### config.mk
export PLATFORM = sky130hd
export DESIGN_NAME = trigger_pulse_gen
export DESIGN_NICKNAME = d
export VERILOG_FILES = /design/src/rtl/trig_pkg.sv /design/src/rtl/async_input_sync.sv /design/src/rtl/trigger_pulse_gen.sv
export SDC_FILE = /design/constraint.sdc
export NUM_CORES = 1
export LEC_CHECK = 0
export ABC_CLOCK_PERIOD_IN_PS = 6100
export CORE_UTILIZATION = 40
export DETAILED_ROUTE_END_ITERATION = 8
export PLACE_DENSITY = 0.7
export SYNTH_ARGS = -nofsm -noshare
export SYNTH_HDL_FRONTEND = slang
export SYNTH_SLANG_ARGS = --single-unit
### constraint.sdc
create_clock -name clk -period 6.1 [get_ports clk]
set_input_delay 0.915 -clock clk [delete_from_list [all_inputs] [get_ports clk]]
set_output_delay 0.915 -clock clk [all_outputs]
set_load 0.03 [all_outputs]
### src/rtl/trig_pkg.sv
// Shared trigger-path definitions: one-hot state encodings for the transmit and
// receive FSMs, default counter widths and the counter saturation constant.
package trig_pkg;

  localparam int CNT_W_DEF = 16;
  localparam int WID_W_DEF = 8;

  // Wide enough to be sliced down to any supported counter width.
  localparam logic [63:0] CNT_SAT = '1;

  typedef enum logic [3:0] {
    ST_IDLE    = 4'b0001,
    ST_DELAY   = 4'b0010,
    ST_PULSE   = 4'b0100,
    ST_HOLDOFF = 4'b1000
  } tx_state_t;

  typedef enum logic [2:0] {
    RX_IDLE  = 3'b001,
    RX_ARMED = 3'b010,
    RX_HOLD  = 3'b100
  } rx_state_t;

endpackage

### src/rtl/async_input_sync.sv
// Multi-flop synchronizer for slow asynchronous host controls into the ADC
// clock domain.
module async_input_sync #(
  parameter int   STAGES    = 2,
  parameter logic RESET_VAL = 1'b0
) (
  input  logic clk,
  input  logic module_reset,
  input  logic async_in,
  output logic sync_out
);

  logic [STAGES-1:0] chain;

  always_ff @(posedge clk or posedge module_reset) begin
    if (module_reset) begin
      chain <= {STAGES{RESET_VAL}};
    end else begin
      chain <= {chain[STAGES-2:0], async_in};
    end
  end

  assign sync_out = chain[STAGES-1];

endmodule

### src/rtl/trigger_pulse_gen.sv
// Outgoing trigger pulse generator: delay, programmable width, holdoff, with
// fired/missed statistics. The DELAY stage exists only with TRIG_OUT_DELAY_EN.
module trigger_pulse_gen
  import trig_pkg::*;
#(
  parameter int CNT_W = CNT_W_DEF,
  parameter int WID_W = WID_W_DEF
) (
  input  logic             clk,
  input  logic             module_reset,
  input  logic             trig_in,
  input  logic             enable,
  input  logic             manual_fire,
  input  logic [CNT_W-1:0] delay_cycles,
  input  logic [WID_W-1:0] width_cycles,
  input  logic [CNT_W-1:0] holdoff_cycles,
  output logic             trig_out,
  output logic             busy,
  output logic [CNT_W-1:0] fired_count,
  output logic [CNT_W-1:0] missed_count
);

  localparam logic [CNT_W-1:0] MISS_MAX = CNT_SAT[CNT_W-1:0];

  logic             en_sync;
  logic             man_sync;
  logic             man_prev;
  logic             man_evt;
  logic             trig_prev;
  logic             evt;
  tx_state_t        state;
  logic [CNT_W-1:0] cnt;
  logic [WID_W-1:0] wcnt;
  logic [CNT_W-1:0] hold_lat;

  async_input_sync #(.STAGES(2), .RESET_VAL(1'b0)) u_en_sync (
    .clk          (clk),
    .module_reset (module_reset),
    .async_in     (enable),
    .sync_out     (en_sync)
  );

  async_input_sync #(.STAGES(2), .RESET_VAL(1'b0)) u_fire_sync (
    .clk          (clk),
    .module_reset (module_reset),
    .async_in     (manual_fire),
    .sync_out     (man_sync)
  );

`ifndef TRIG_OUT_DELAY_EN
  logic unused_delay;
  assign unused_delay = ^delay_cycles;
`endif

  // Edge-detect history clears to 1 so a level already high at reset release
  // is not mistaken for a fresh edge.
  always_ff @(posedge clk or posedge module_reset) begin
    if (module_reset) begin
      trig_prev <= 1'b1;
      man_prev  <= 1'b1;
      man_evt   <= 1'b0;
      evt       <= 1'b0;
    end else begin
      trig_prev <= trig_in;
      man_prev  <= man_sync;
      man_evt   <= man_sync & ~man_prev;
      evt       <= (trig_in & ~trig_prev) | man_evt;
    end
  end

  always_ff @(posedge clk or posedge module_reset) begin
    if (module_reset) begin
      state        <= ST_IDLE;
      cnt          <= '0;
      wcnt         <= '0;
      hold_lat     <= '0;
      trig_out     <= 1'b0;
      busy         <= 1'b0;
      fired_count  <= '0;
      missed_count <= '0;
    end else begin
      if (evt && state != ST_IDLE && missed_count != MISS_MAX) begin
        missed_count <= missed_count + 1'b1;
      end

      case (state)
        ST_IDLE: begin
          if (evt && en_sync) begin
            wcnt     <= (width_cycles == '0) ? '0 : width_cycles - 1'b1;
            hold_lat <= holdoff_cycles;
            busy     <= 1'b1;
`ifdef TRIG_OUT_DELAY_EN
            if (delay_cycles != '0) begin
              state <= ST_DELAY;
              cnt   <= delay_cycles - 1'b1;
            end else begin
              state       <= ST_PULSE;
              trig_out    <= 1'b1;
              fired_count <= fired_count + 1'b1;
            end
`else
            state       <= ST_PULSE;
            trig_out    <= 1'b1;
            fired_count <= fired_count + 1'b1;
`endif
          end
        end

`ifdef TRIG_OUT_DELAY_EN
        ST_DELAY: begin
          if (!en_sync) begin
            state <= ST_IDLE;
            busy  <= 1'b0;
          end else if (cnt == '0) begin
            state       <= ST_PULSE;
            trig_out    <= 1'b1;
            fired_count <= fired_count + 1'b1;
          end else begin
            cnt <= cnt - 1'b1;
          end
        end
`endif

        // Enable is deliberately ignored here: a started pulse always completes.
        ST_PULSE: begin
          if (wcnt == '0) begin
            trig_out <= 1'b0;
            if (hold_lat != '0) begin
              state <= ST_HOLDOFF;
              cnt   <= hold_lat - 1'b1;
            end else begin
              state <= ST_IDLE;
              busy  <= 1'b0;
            end
          end else begin
            wcnt <= wcnt - 1'b1;
          end
        end

        ST_HOLDOFF: begin
          if (cnt == '0) begin
            state <= ST_IDLE;
            busy  <= 1'b0;
          end else begin
            cnt <= cnt - 1'b1;
          end
        end

        default: begin
          state    <= ST_IDLE;
          trig_out <= 1'b0;
          busy     <= 1'b0;
        end
      endcase
    end
  end

endmodule

==> results of run 1 <==
==> cell type report <==
class                      count  area (um^2)
fill                        1001         5490
multi-input combinational    321         2140
sequential                    85         2130
clock buffer                  10          128
inverter                      15         60.1
clock inverter                 6         71.3
tap                          140          175
timing repair buffer          65          643
==> cells in the mapped netlist (4+ instances only) <==
master	n	area [um^2]
ha_1	7	87.6
dfrtp_1	82	2050
nor2b_1	4	25.0
nand4_1	9	56.3
a31oi_1	5	31.3
a21oi_1	29	145
clkbuf_1	10	37.5
mux2_2	17	191
mux2i_1	4	40.0
xnor2_1	28	245
and2_1	4	25.0
a22o_1	4	35.0
nand3_1	14	70.1
nor2_1	30	113
nor4_1	9	56.3
o22ai_1	4	25.0
and4_1	4	35.0
inv_1	14	52.6
nand2b_1	4	25.0
nor3_1	18	90.1
nand2_1	40	150
xor2_1	12	105
and3_1	6	37.5
o21ai_0	28	140
==> cells by family after synthesis <==
group / after synthesis
AO/OA/AOI/OAI: 92
XOR/XNOR: 40
adder cells (fa/ha/maj): 7
buffers and inverters: 33
flip-flops: 85
multiplexers: 21
AND/OR/NAND/NOR: 161
==> path summary, 6_finish.rpt <==
path | from | to | slack [ps] | cells after the start
worst min-delay path | u_fire_sync.chain[0] | u_fire_sync.chain[1] | 360 | 0
worst max-delay path | state[0] | cnt[14] | 2850 | 9
worst min register to register | u_fire_sync.chain[0] | u_fire_sync.chain[1] | 360 | 0
min in group asynchronous | module_reset | missed_count[13] | 1200 | 3
max in group asynchronous | module_reset | busy | 4200 | 3
worst max register to register | state[0] | cnt[14] | 2850 | 9
==> worst reg2reg max path: stages, from the launching register on <==
cell and delay [ps]:
dfstp_2 540, nor2_1 50, nand2_1 540, mux2i_1 340, ha_1 390, nand3_1 260, or3_1 420, nor4_1 210
a21oi_1 80, a221o_1 330
==> where the power goes <==
| group | total [mW] | internal (mW) | leakage (nW) | switching [mW] |
|---|---|---|---|---|
| registers | 0.927 | 0.727 | 1.09 | 0.201 |
| clock network | 0.409 | 0.193 | 0.0935 | 0.215 |
| logic | 0.744 | 0.344 | 1.05 | 0.399 |
==> state kept, by name, summed over array words and instances (netlist names), 2 cells and up <==
| signal | cells |
|---|---|
| cnt | 16 |
| fired_count | 16 |
| hold_lat | 16 |
| missed_count | 16 |
| wcnt | 8 |
| state | 3 |
| u_en_sync.chain | 2 |
| u_fire_sync.chain | 2 |
==> per-layer routing <==
metal  vias up  routed length, um  track usage
li1       1683                  -            -
met1      1684               4180        0.227
met2        81               4400        0.267
met3         5                373       0.0424
met4         0                 83       0.0538
met5         -                  0            0
==> metrics by stage <==
step / setup slack, ps / utilization / area [um^2] / power, mW
3_5_place_dp: 2850 / 0.475 / 5150 / 1.68
6_report: 2850 / 0.493 / 5350 / 2.08
3_3_place_gp: 2950 / 0.475 / 5150 / 1.66
5_1_grt: 2620 / 0.493 / 5350 / 2.22
4_1_cts: 2860 / 0.493 / 5350 / 2.09
2_1_floorplan: 3000 / - / 4440 / 1.45
==> summary.txt, run 1 <==
Clock tree
  • Hold_buf cts: 0
  • H-tree depth: 3
  • Clock Latency Late Sink: 350 ps
  • Clk Tree Root Cell: clkbuf_8
  • Resized cells post-CTS: 0
  • CTS Sinks: 85
  • CTS tree: yes
  • Clock Pin Slew Worst Setup and Hold Paths: 90 ps
  • Clk buf depth: 2
  • Setup Fix Bufs, Post-CTS: 0
  • TritonCTS buffer count: 9

Pwr
  • Maximum vdd drop: 294 uV
  • Lkg Pwr: 2.23 nW
  • P per Cell Area: 389 nW/um^2

Timing
  • Finish-stage setup viols: 0
  • Fin crit share: 0.534
  • Hold Fails Final Rpt: 0
  • Max Clock Skew: 10.7 ps
  • Worst slew margin relative to its limit: 0.292
  • Worst hold margin: 358 ps
  • Worst-Margin Slew: 1060 ps
  • Fmax: 307 MHz
  • Final Max Slew Viols: 0
  • Setup TNS Final: 0 ps
  • Minimum clock period: 3250 ps
  • RSZ-0062 raised after global routing: false

Critical path
  • Critical Path RT: 6340 ps
  • CP startpoint kind: register
  • Critical path data arrival time: 3500 ps
  • Max stage delay on crit path: 540 ps
  • Worst Path Buf+Inv: 0
  • Worst path slowest cell: dfstp_2
  • Crit Path Category: reg2reg
  • Crit-path max FO: 20
  • Crit-path cells: nor2_1, nand2_1, mux2i_1, ha_1, nand3_1, or3_1, nor4_1, a21oi_1, a221o_1
  • Top delay family on crit path: simple AND/OR/NAND/NOR gates
  • CP endpoint kind: register

Detailed routing
  • Number of iterations in the first detailed-routing pass: 4
  • Vias per Instance: 5.38
  • DRC Markers: 0
  • Initial DRC count: 181
  • Wire per inst: 14.1 um
  • Antenna Nets Post-Route: 0
  • Vias: 3453
  • Final wirelength: 9.04 mm

Placed design
  • PortBufs: 62
  • Gpl congestion: 0.814
  • Detailed placement HPWL: 6.35 mm
  • DP Cell Count: 626

Synth
  • Largest family of logic cells by synthesized area: simple AND/OR/NAND/NOR gates
  • Multiplexer area fraction after synthesis: 0.0522
  • Synthesized area per cell: 10.1 um^2
  • Post-synthesis cell count: 439
  • Syn Std Cell Area: 4440 um^2
  • Syn nets: 491
  • Synth Flop Type: dfrtp_1
  • Sequential fraction of the synthesis area: 0.480
  • Post-synth EDFFs: 0
  • Post-Synth Adder-Cell Area: 0.0197
  • Post-Synth Simple-Gate Area: 0.196
  • Synth Register Bits: 85
  • XOR/XNOR Fraction of Synth Area: 0.0790
  • Post-synthesis compound-gate area fraction: 0.135
  • Ys Warns: 0
  • Number of distinct library cells after synthesis: 62
  • Post-synth ARST share: 1.00

Floorplanning
  • Die height: 107 um
  • Core area: 10800 um^2
  • I/O pins: 79
  • Full die area: 11500 um^2
  • Site row count: 38
  • Starting density of the core: 0.409
  • Die extent in x: 107 um

Global route
  • First-pass GRT wire length: 15.4 mm
  • GRT Residual Overflow: 0
  • Largest net degree at the start of global routing: 86
  • Total track usage: 0.169
  • Vias in the first global route: 3217
  • Initial antenna violation count: 0

Min path
  • Worst hold path class: reg2reg

Cells and area
  • Share of layout cells above drive strength 1: 0.114
  • Layout Nets: 549
  • Area Overhead vs Synth: 20.6%
  • Commonest cells after routing, fill and taps aside: dfrtp_1, clkdlybuf4s50_1, nand2_1
  • Fin cells: 642
  • Number of diodes: 0
  • Most common cell after layout, fill and taps aside: dfrtp_1

Flow run
  • Max-cap viol count: 0

Status
  • Status: completed
No activity file was read; power rests on OpenSTA's default activity.
==> inputs of run 2 (changes only) <==
Settings changed: ABC_CLOCK_PERIOD_IN_PS 6100 to 2950, PLACE_DENSITY 0.7 to 0.73.
Clock period 6.1 ns to 2.95 ns, I/O delays scaled along.
==> run 2 against run 1 <==
Against the previous run:
- die area unchanged
- critical path type unchanged
- first-iteration DRC count grew 9.4%
- highest routed layer unchanged
- sequential share of layout area fell by 0.15 points
==> summary.txt, run 2 (synthesis gave the netlist of run 1 again) <==
Status
  • Status: completed (unchanged)

Cells and area
  • Final core occ: 0.495 (was 0.493)
  • Layout Nets: 553 (was 549)
  • Fin cells: 646 (was 642)
  • Share of layout cells above drive strength 1: 0.123 (was 0.114)
  • Commonest cells after routing, fill and taps aside: dfrtp_1, clkdlybuf4s50_1, nand2_1 (unchanged)
  • Filler Cell Count: 997 (was 1001)
  • Most common cell after layout, fill and taps aside: dfrtp_1 (unchanged)
  • Number of diodes: 0 (unchanged)
  • Area Overhead vs Synth: 21.0% (was 20.6%)

Critical path
  • Critical path data arrival time: 2780 ps (was 3500 ps)
  • Crit Path Category: reg2reg (unchanged)
  • Worst path slowest cell: dfstp_2 (unchanged)
  • Crit-path max FO: 5 (was 20)
  • Crit-path cells: nor2_1, nand2_1, mux2i_1, ha_1, nand3_1, or3_1, nor4_1, a21oi_1, a221o_1 (unchanged)
  • Critical Path RT: 3190 ps (was 6340 ps)
  • Max stage delay on crit path: 550 ps (was 540 ps)
  • CP startpoint kind: register (unchanged)
  • CP endpoint kind: register (unchanged)

Timing
  • Minimum clock period: 2540 ps (was 3250 ps)
  • Fin crit share: 0.861 (was 0.534)
  • Hold Fails Final Rpt: 0 (unchanged)
  • Fmax: 394 MHz (was 307 MHz)
  • Final Max Slew Viols: 0 (unchanged)
  • Worst slew margin relative to its limit: 0.543 (was 0.292)
  • Finish-stage setup viols: 0 (unchanged)
  • Setup TNS Final: 0 ps (unchanged)
  • Setup ws final: 410 ps (was 2850 ps)
  • Max Clock Skew: 8.33 ps (was 10.7 ps)
  • RSZ-0062 raised after global routing: false (unchanged)
  • Worst-Margin Slew: 685 ps (was 1060 ps)

Clock tree
  • H-tree depth: 3 (unchanged)
  • Clk buf depth: 2 (unchanged)
  • Resized cells post-CTS: 0 (unchanged)
  • Hold_buf cts: 0 (unchanged)
  • Clk Tree Root Cell: clkbuf_8 (unchanged)
  • TritonCTS buffer count: 9 (unchanged)
  • CTS Sinks: 85 (unchanged)
  • Setup Fix Bufs, Post-CTS: 0 (unchanged)
  • CTS tree: yes (unchanged)
  • Clock Latency Late Sink: 350 ps (about the same)
  • Clock Pin Slew Worst Setup and Hold Paths: 80 ps (was 90 ps)

Floorplanning
  • Full die area: 11500 um^2 (unchanged)
  • I/O pins: 79 (unchanged)
  • Die extent in x: 107 um (unchanged)
  • Site row count: 38 (unchanged)
  • Die height: 107 um (unchanged)
  • Starting density of the core: 0.409 (unchanged)
  • Core area: 10800 um^2 (unchanged)

Flow run
  • Max-cap viol count: 0 (unchanged)

Detailed routing
  • Initial DRC count: 198 (was 181)
  • Final wirelength: 9.24 mm (was 9.04 mm)
  • Number of iterations in the first detailed-routing pass: 5 (was 4)
  • DRC Markers: 0 (unchanged)
  • Vias: 3540 (was 3453)
  • Wire per inst: 14.3 um (was 14.1 um)
  • Antenna Nets Post-Route: 0 (unchanged)
  • Vias per Instance: 5.48 (was 5.38)

Pwr
  • P per Cell Area: 785 nW/um^2 (was 389 nW/um^2)
  • Lkg Pwr: 2.25 nW (was 2.23 nW)
  • Total power: 4.21 mW (was 2.08 mW)
  • Maximum vdd drop: 603 uV (was 294 uV)

Placed design
  • Gpl congestion: 0.887 (was 0.814)
  • DP Cell Count: 630 (was 626)
  • Dpl ws: 447 ps (was 2850 ps)
  • Detailed placement HPWL: 6.75 mm (was 6.35 mm)
  • PortBufs: 62 (unchanged)

Global route
  • Total track usage: 0.173 (was 0.169)
  • GRT Residual Overflow: 0 (unchanged)
  • Initial antenna violation count: 0 (unchanged)
  • Vias in the first global route: 3433 (was 3217)
  • Largest net degree at the start of global routing: 48 (was 86)
  • First-pass GRT wire length: 15.8 mm (was 15.4 mm)

Min path
  • Worst hold path class: reg2reg (unchanged)
-- run 2: changes by cell type in the layout (fill, tap and decap cells not counted) --
cell,change
buf_12,+1
buf_4,+3
bufinv_16,-1
inv_6,-2
clkinv_2,+3
clkbuf_8,+1
clkbuf_1,-1
-- run 2: final timing paths --
kind / start / end / slack, ps / cells past startpoint
worst max register to register: state[0] / cnt[14] / 410 / 9
worst max-delay path: state[0] / cnt[14] / 410 / 9
min in group asynchronous: module_reset / missed_count[3] / 500 / 2
worst min-delay path: u_fire_sync.chain[0] / u_fire_sync.chain[1] / 360 / 0
worst min register to register: u_fire_sync.chain[0] / u_fire_sync.chain[1] / 360 / 0
max in group asynchronous: module_reset / hold_lat[9] / 1780 / 3
-- run 2: per-layer routing --
layer	vias up	track usage	routed length (um)
met4	0	0.0763	178
met3	16	0.0315	422
li1	1697	-	-
met2	112	0.288	4490
met5	-	0	0
met1	1715	0.219	4150
-- run 2: power by group --
part	total [mW]	leakage (nW)	internal, mW	switching [mW]
Combinational	1.54	1.07	0.721	0.823
Clock	0.738	0.0880	0.325	0.413
Sequential	1.93	1.09	1.50	0.428
-- run 2: layout make-up --
| class | count | area [um^2] | share of cell area |
|---|---|---|---|
| Timing Repair Buffer | 69 | 686 | 0.128 |
| Clock buffer | 10 | 138 | 0.0256 |
| Sequential cell | 85 | 2130 | 0.397 |
| Tap cell | 140 | 175 | 0.0326 |
| Clock inverter | 6 | 38.8 | 0.00722 |
| Multi-Input combinational cell | 321 | 2140 | 0.399 |
| Inverter | 15 | 60.1 | 0.0112 |
-- run 2: stage by stage --
step           area [um^2]  hold slack, ps
2_1_floorplan         4440             331
3_3_place_gp          5190             332
3_5_place_dp          5190             340
4_1_cts               5370             358
5_1_grt               5370             373
6_report              5370             357
-- run 2: critical path: cells and delay by family (launching register included) --
kind | cells | cell delay (ps)
AND/OR/NAND/NOR | 5 | 1010
adder cells (fa/ha/maj) | 1 | 200
AO/OA/AOI/OAI | 2 | 410
multiplexers | 1 | 250
flip-flops | 1 | 550
